`config.mk`:
```
export PLATFORM = sky130hd
export DESIGN_NAME = puf_request_arbiter
export DESIGN_NICKNAME = d
export VERILOG_FILES = /design/src/rtl/puf_request_arbiter.sv
export SDC_FILE = /design/constraint.sdc
export NUM_CORES = 1
export LEC_CHECK = 0
export CAP_MARGIN = 10
export CELL_PAD_IN_SITES_DETAIL_PLACEMENT = 0
export CELL_PAD_IN_SITES_GLOBAL_PLACEMENT = 1
export CORE_ASPECT_RATIO = 1.4
export CORE_MARGIN = 1
export CORE_UTILIZATION = 38
export DETAILED_ROUTE_END_ITERATION = 8
export PLACE_DENSITY_LB_ADDON = 0.1
export SETUP_SLACK_MARGIN = 0.05
export SLEW_MARGIN = 0
export SYNTH_ARGS = -nofsm -noshare
export SYNTH_HDL_FRONTEND = slang
export SYNTH_SLANG_ARGS = --single-unit
```
`constraint.sdc`:
```
create_clock -name clk -period 2.6 [get_ports clk]
set_input_delay 0.65 -clock clk [delete_from_list [all_inputs] [get_ports clk]]
set_output_delay 0.65 -clock clk [all_outputs]
set_load 0.005 [all_outputs]
```
`src/rtl/puf_request_arbiter.sv`:
```
// puf_request_arbiter
// Shares one ring-oscillator PUF wrapper between N_REQ requesters. A
// round-robin pick grants one owner, latches its challenge, clears the
// wrapper's response handler, lets the oscillators settle with enable low,
// runs the wrapper until it reports valid or a timeout expires, and returns
// the response to the owner as a one-cycle pulse.
module puf_request_arbiter #(
    parameter int N_REQ          = 2,
    parameter int SETTLE_CYCLES  = 4,
    parameter int TIMEOUT_CYCLES = 50000
) (
    input  logic                 clk,
    input  logic                 reset,
    input  logic [N_REQ-1:0]     req,
    input  logic [8*N_REQ-1:0]   req_challenge,
    output logic [N_REQ-1:0]     grant,
    output logic [N_REQ-1:0]     rsp_valid,
    output logic [7:0]           rsp_data,
    output logic                 rsp_timeout,
    output logic                 busy,
    output logic [7:0]           puf_challenge,
    output logic                 puf_enable,
    output logic                 puf_reset,
    input  logic [7:0]           puf_response,
    input  logic                 puf_valid
);

    localparam int PTR_W = (N_REQ > 1) ? $clog2(N_REQ) : 1;
    localparam int SET_W = (SETTLE_CYCLES > 1) ? $clog2(SETTLE_CYCLES) : 1;
    localparam int RUN_W = $clog2(TIMEOUT_CYCLES + 1);

    localparam logic [PTR_W-1:0] PTR_LAST    = PTR_W'(N_REQ - 1);
    localparam logic [SET_W-1:0] SETTLE_LAST = SET_W'(SETTLE_CYCLES - 1);
    localparam logic [RUN_W-1:0] RUN_LAST    = RUN_W'(TIMEOUT_CYCLES - 1);
    localparam logic [N_REQ-1:0] ONE_HOT_0   = {{(N_REQ-1){1'b0}}, 1'b1};

    localparam logic [2:0] S_IDLE   = 3'd0;
    localparam logic [2:0] S_CLEAR  = 3'd1;
    localparam logic [2:0] S_SETTLE = 3'd2;
    localparam logic [2:0] S_RUN    = 3'd3;
    localparam logic [2:0] S_DONE   = 3'd4;

    // Round-robin search: first set request strictly after ptr, wrapping.
    // Scanning from the farthest candidate down lets the nearest one win.
    // Result is {found, index}.
    function automatic logic [PTR_W:0] rr_pick(
        input logic [N_REQ-1:0] r,
        input logic [PTR_W-1:0] ptr
    );
        logic [PTR_W:0] res;
        int             idx;
        res = '0;
        for (int i = N_REQ; i >= 1; i--) begin
            idx = (int'(ptr) + i) % N_REQ;
            if (r[PTR_W'(idx)]) begin
                res = {1'b1, PTR_W'(idx)};
            end
        end
        return res;
    endfunction

    logic [2:0]       state_q, state_d;
    logic [PTR_W-1:0] rr_ptr_q, rr_ptr_d;
    logic [SET_W-1:0] settle_cnt_q, settle_cnt_d;
    logic [RUN_W-1:0] run_cnt_q, run_cnt_d;
    logic [N_REQ-1:0] grant_q, grant_d;
    logic [N_REQ-1:0] rsp_valid_q, rsp_valid_d;
    logic [7:0]       rsp_data_q, rsp_data_d;
    logic             rsp_timeout_q, rsp_timeout_d;
    logic             busy_q, busy_d;
    logic [7:0]       puf_challenge_q, puf_challenge_d;
    logic             puf_enable_q, puf_enable_d;
    logic             puf_reset_q, puf_reset_d;

    logic [PTR_W:0]   pick_s;
    logic             pick_found_s;
    logic [PTR_W-1:0] pick_idx_s;

    assign pick_s       = rr_pick(req, rr_ptr_q);
    assign pick_found_s = pick_s[PTR_W];
    assign pick_idx_s   = pick_s[PTR_W-1:0];

    // Next-state and next-output logic for the transaction sequencer.
    always_comb begin
        state_d         = state_q;
        rr_ptr_d        = rr_ptr_q;
        settle_cnt_d    = settle_cnt_q;
        run_cnt_d       = run_cnt_q;
        grant_d         = grant_q;
        rsp_valid_d     = '0;
        rsp_data_d      = rsp_data_q;
        rsp_timeout_d   = rsp_timeout_q;
        busy_d          = busy_q;
        puf_challenge_d = puf_challenge_q;
        puf_enable_d    = puf_enable_q;
        puf_reset_d     = puf_reset_q;

        case (state_q)
            S_IDLE: begin
                if (pick_found_s) begin
                    grant_d         = ONE_HOT_0 << pick_idx_s;
                    puf_challenge_d = req_challenge[{pick_idx_s, 3'b000} +: 8];
                    rr_ptr_d        = pick_idx_s;
                    puf_reset_d     = 1'b1;
                    busy_d          = 1'b1;
                    state_d         = S_CLEAR;
                end else begin
                    state_d = S_IDLE;
                end
            end

            S_CLEAR: begin
                puf_reset_d  = 1'b0;
                settle_cnt_d = '0;
                state_d      = S_SETTLE;
            end

            S_SETTLE: begin
                if (settle_cnt_q == SETTLE_LAST) begin
                    puf_enable_d = 1'b1;
                    run_cnt_d    = '0;
                    state_d      = S_RUN;
                end else begin
                    settle_cnt_d = settle_cnt_q + SET_W'(1);
                end
            end

            S_RUN: begin
                // A response on the final allowed cycle still counts as a
                // response, so the valid check comes before the timeout.
                if (puf_valid) begin
                    rsp_data_d    = puf_response;
                    rsp_timeout_d = 1'b0;
                    rsp_valid_d   = grant_q;
                    puf_enable_d  = 1'b0;
                    state_d       = S_DONE;
                end else if (run_cnt_q == RUN_LAST) begin
                    rsp_data_d    = 8'h00;
                    rsp_timeout_d = 1'b1;
                    rsp_valid_d   = grant_q;
                    puf_enable_d  = 1'b0;
                    state_d       = S_DONE;
                end else begin
                    run_cnt_d = run_cnt_q + RUN_W'(1);
                end
            end

            S_DONE: begin
                grant_d = '0;
                busy_d  = 1'b0;
                state_d = S_IDLE;
            end

            default: begin
                grant_d      = '0;
                busy_d       = 1'b0;
                puf_enable_d = 1'b0;
                puf_reset_d  = 1'b0;
                state_d      = S_IDLE;
            end
        endcase
    end

    // State and output registers; reset drops the wrapper enable at once.
    always_ff @(posedge clk or negedge reset) begin
        if (!reset) begin
            state_q         <= S_IDLE;
            rr_ptr_q        <= PTR_LAST;
            settle_cnt_q    <= '0;
            run_cnt_q       <= '0;
            grant_q         <= '0;
            rsp_valid_q     <= '0;
            rsp_data_q      <= 8'h00;
            rsp_timeout_q   <= 1'b0;
            busy_q          <= 1'b0;
            puf_challenge_q <= 8'h00;
            puf_enable_q    <= 1'b0;
            puf_reset_q     <= 1'b0;
        end else begin
            state_q         <= state_d;
            rr_ptr_q        <= rr_ptr_d;
            settle_cnt_q    <= settle_cnt_d;
            run_cnt_q       <= run_cnt_d;
            grant_q         <= grant_d;
            rsp_valid_q     <= rsp_valid_d;
            rsp_data_q      <= rsp_data_d;
            rsp_timeout_q   <= rsp_timeout_d;
            busy_q          <= busy_d;
            puf_challenge_q <= puf_challenge_d;
            puf_enable_q    <= puf_enable_d;
            puf_reset_q     <= puf_reset_d;
        end
    end

    assign grant         = grant_q;
    assign rsp_valid     = rsp_valid_q;
    assign rsp_data      = rsp_data_q;
    assign rsp_timeout   = rsp_timeout_q;
    assign busy          = busy_q;
    assign puf_challenge = puf_challenge_q;
    assign puf_enable    = puf_enable_q;
    assign puf_reset     = puf_reset_q;

endmodule

```
==> results.txt <==
----------------------------------------------------
[Synth]
  Count of different cell masters after synthesis ... 48
  Fraction of the yosys area taken by sequential cells ... 49.1%
  Async set-or-reset flop fraction in the synthesized netlist ... 100%
  Net count after synthesis ... 259
  Number of flops mapped to enable cells by yosys ... 0
  Flip-flop and latch count after synthesis ... 46
  Dominant synthesized flop cell ... sky130_fd_sc_hd__dfrtp_1
  Post-Syn Area per Cell ... 10.3 µm²
  Most area-consuming cells after synthesis ... sky130_fd_sc_hd__dfrtp_1 48%, sky130_fd_sc_hd__o31ai_1 6.4%, sky130_fd_sc_hd__mux2i_1 4.3%
  Synthesized area ... 2350 µm²
  Warning count from the yosys run ... 0
  Cell type with the largest total area after synthesis ... sky130_fd_sc_hd__dfrtp_1
  Synthesized netlist cell count ... 228
  Area fraction of the dominant cell type after synthesis ... 48.0%

[Clocking]
  Library cell used as clock root buffer ... sky130_fd_sc_hd__clkbuf_8
  Number of clock sinks seen by CTS ... 46
  CTS hold repair buffers ... 0
  Number of buffers added for setup after CTS ... 0
  H-tree levels ... 2
  TritonCTS Buffers ... 5
  Post-CTS resize count ... 0
  Reg clk slew, reported paths ... 0.09 ns
  Insertion delay to the later sink of the worst-skew pair ... 0.29 ns
  Clock tree from TritonCTS ... built
  Maximum number of buffers from clock root to sink ... 2

[Layout]
  Commonest cells after routing, fill and taps aside ... 50 x sky130_fd_sc_hd__clkdlybuf4s50_1, 45 x sky130_fd_sc_hd__dfrtp_1, 22 x sky130_fd_sc_hd__nor2_1, 20 x sky130_fd_sc_hd__o31ai_1, 15 x sky130_fd_sc_hd__a21oi_1
  Fraction of layout cells with a size suffix above 1 ... 8.66%
  Most common cell after layout, fill and taps aside ... sky130_fd_sc_hd__clkdlybuf4s50_1
  Area growth syn-to-layout ... 26.7%
  Number of diodes ... 0
  Total of fill cells in the finished design ... 583
  Number of nets in the layout ... 307

[Global routing]
  Pin count of the biggest net entering global routing ... 47
  Antenna violations before repair ... 0
  Aggregate global routing overflow ... 0
  Number of global-route vias before repair ... 1903
  Wire length of the first global-routing pass ... 8910 µm
  Gr usage total ... 18.2%

[Detailed routing]
  Routed WL per cell ... 15.3 µm
  Final WL ... 5320 µm
  Total vias in the final route ... 1889
  Routed vias/inst ... 5.44
  Detail Route Antenna Nets ... 0
  Number of DRC violations after detailed-routing iteration 0 ... 82
  Router iterations before antenna repair ... 4
  Detailed-route DRC error count ... 0

[Worst setup path]
  Worst Path Arrival ... 2.30 ns
  Data required time at the worst endpoint ... 2.77 ns
  Sort of element at the end of the critical path ... register
  Cell chain of the critical path ... or4_4 > nor4_4 > or3_1 > buf_4 > o31ai_1
  Kind of critical path ... reg2reg
  Stage delay of the slowest cell on the critical path ... 0.54 ns
  Worst-path fanout max ... 12
  Launching element type of the critical path ... register
  Slowest-stage cell, CP ... sky130_fd_sc_hd__or4_4

[Power]
  Gate power share ... 40.5%
  Power, Total ... 0.00279 W
  Leakage power ... 1.23 nW
  Total power divided by cell area ... 938 nW/µm²
  Switching power of the nets ... 0.000942 W
  Portion of total power attributed to the clock network ... 16.2%
  Largest voltage drop on the vdd net ... 397 µV
  Proportion of power drawn by flip-flops and latches ... 43.3%
  Internal power contribution ... 0.00184 W
  Switching share of power ... 33.8%

[Timing]
  Final slew viol count ... 0
  Final setup margin ... 0.475 ns
  Actual slew at the worst max-slew pin ... 0.796 ns
  Worst slew margin relative to its limit ... 46.6%
  WHS ... 0.440 ns
  Setup clock skew after layout ... 0.00995 ns
  RSZ-0062 raised after global routing ... no
  Fmax ... 0.471 GHz
  Final period util ... 81.7%
  Minimum period implied by the final worst setup slack ... 2.12 ns
  Final number of setup-violating endpoints ... 0
  Number of failing hold endpoints at the final stage ... 0
  Final-layout setup total negative slack ... 0 ns

[Placed design]
  Final weighted congestion in routability-driven placement ... 0.758
  Detailed-placement wirelength estimate ... 3620 µm
  Worst slack, placed ... 0.339 ns
  Port-buffer cells ... 51

[Floorplan]
  Floorplan Core Area ... 5900 µm²
  Width of the die ... 68.4 µm
  Initial core utilization ... 39.7%
  Die height ... 95.0 µm
  Cell row count ... 33
  Die footprint ... 6500 µm²
  Boundary pin count ... 53

[Status]
  Status ... completed

[Job]
  Count of max-cap constraint violations ... 0

[Hold path]
  Path category of the worst min-delay check ... in2async

----------------------------------------------------
-- worst max-delay path, delay by kind of cell, from the launching register on --
family,cells,cell delay (ns)
simple gates,3,1.25
flops,1,0.47
buf+inv,1,0.22
compound gates,1,0.07
-- synth_stat cells, drive strengths merged (4+ instances only) --
library cell	count
nand2	11
o21ai	7
mux2i	10
a21oi	15
a22o	10
o31ai	20
a31oi	4
inv	6
and3	4
and2	4
nor2	24
dfrtp	45
buf	12
nand3	6
nor2b	4
clkbuf	7
-- final cells by class --
cell class              instances  area, µm²  share of cell area, %
clock inverters                 1       5.00                  0.168
clock buffers                   7       86.3                   2.91
repair buffers                 60        573                   19.3
flip-flops and latches         46       1150                   38.8
inverters                       6       22.5                  0.758
multi-input cells             157       1040                   35.2
well taps                      70       87.6                   2.95
-- metrics by stage --
step	instances	instance area [µm²]	utilization, %
6_report	347	2970	50.3
5_1_grt	347	2970	50.3
4_1_cts	347	2970	50.3
3_5_place_dp	339	2880	48.8
3_3_place_gp	339	2880	48.8
2_1_floorplan	228	2350	-
-- final timing paths --
check                           cells after the start  slack [ns]                           end                       from
max in group asynchronous                           2        1.75  puf_challenge[2]$_DFFE_PN0P_                      reset
worst min register to register                      1        0.50     run_cnt_q[15]$_DFFE_PN0P_  run_cnt_q[15]$_DFFE_PN0P_
min in group clk                                    1        0.50     run_cnt_q[15]$_DFFE_PN0P_  run_cnt_q[15]$_DFFE_PN0P_
worst max register to register                      5        0.48      run_cnt_q[6]$_DFFE_PN0P_  run_cnt_q[11]$_DFFE_PN0P_
worst min-delay path                                2        0.44      run_cnt_q[8]$_DFFE_PN0P_                      reset
worst max-delay path                                5        0.48      run_cnt_q[6]$_DFFE_PN0P_  run_cnt_q[11]$_DFFE_PN0P_
-- registers in the layout, summed over array words and instances (netlist names) --
signal	count
puf_challenge	8
settle_cnt_q	2
rsp_valid	2
rr_ptr_q	1
rsp_data	8
run_cnt_q	16
busy	1
puf_enable	1
grant	2
state_q	3
rsp_timeout	1
puf_reset	1
-- power groups by stage --
stage | clock network (W) | registers (W) | logic, W
after detailed placement | 0 | 0.00122 | 0.00115
after floorplan | 0 | 0.00116 | 0.000680
final | 0.000451 | 0.00121 | 0.00113
after global routing | 0.000503 | 0.00124 | 0.00126
after global placement | 0 | 0.00121 | 0.00115
after CTS | 0.000473 | 0.00121 | 0.00115
-- cells by family (layout without fill, tap and decap cells) --
family,after synthesis,in the layout,share of synthesized area [%]
AOI/OAI and AO/OA,72,72,21.5
and+or+nand+nor,72,72,17.3
DFF,46,46,49.1
buffers and inverters,25,74,6.35
muxes,10,10,4.27
adders and majority gates,2,2,1.07
xor gates and xnor gates,1,1,0.373
-- layer usage --
| layer | vias to the layer above | GRT usage, % | wire length (µm) |
|---|---|---|---|
| met3 | 4 | 5.31 | 254 |
| met2 | 46 | 31.9 | 2740 |
| met5 | - | 0 | 0 |
| met1 | 900 | 21.0 | 2280 |
| li1 | 939 | - | - |
| met4 | 0 | 4.69 | 40 |
Note: power is estimated with default switching activity, not from simulation.
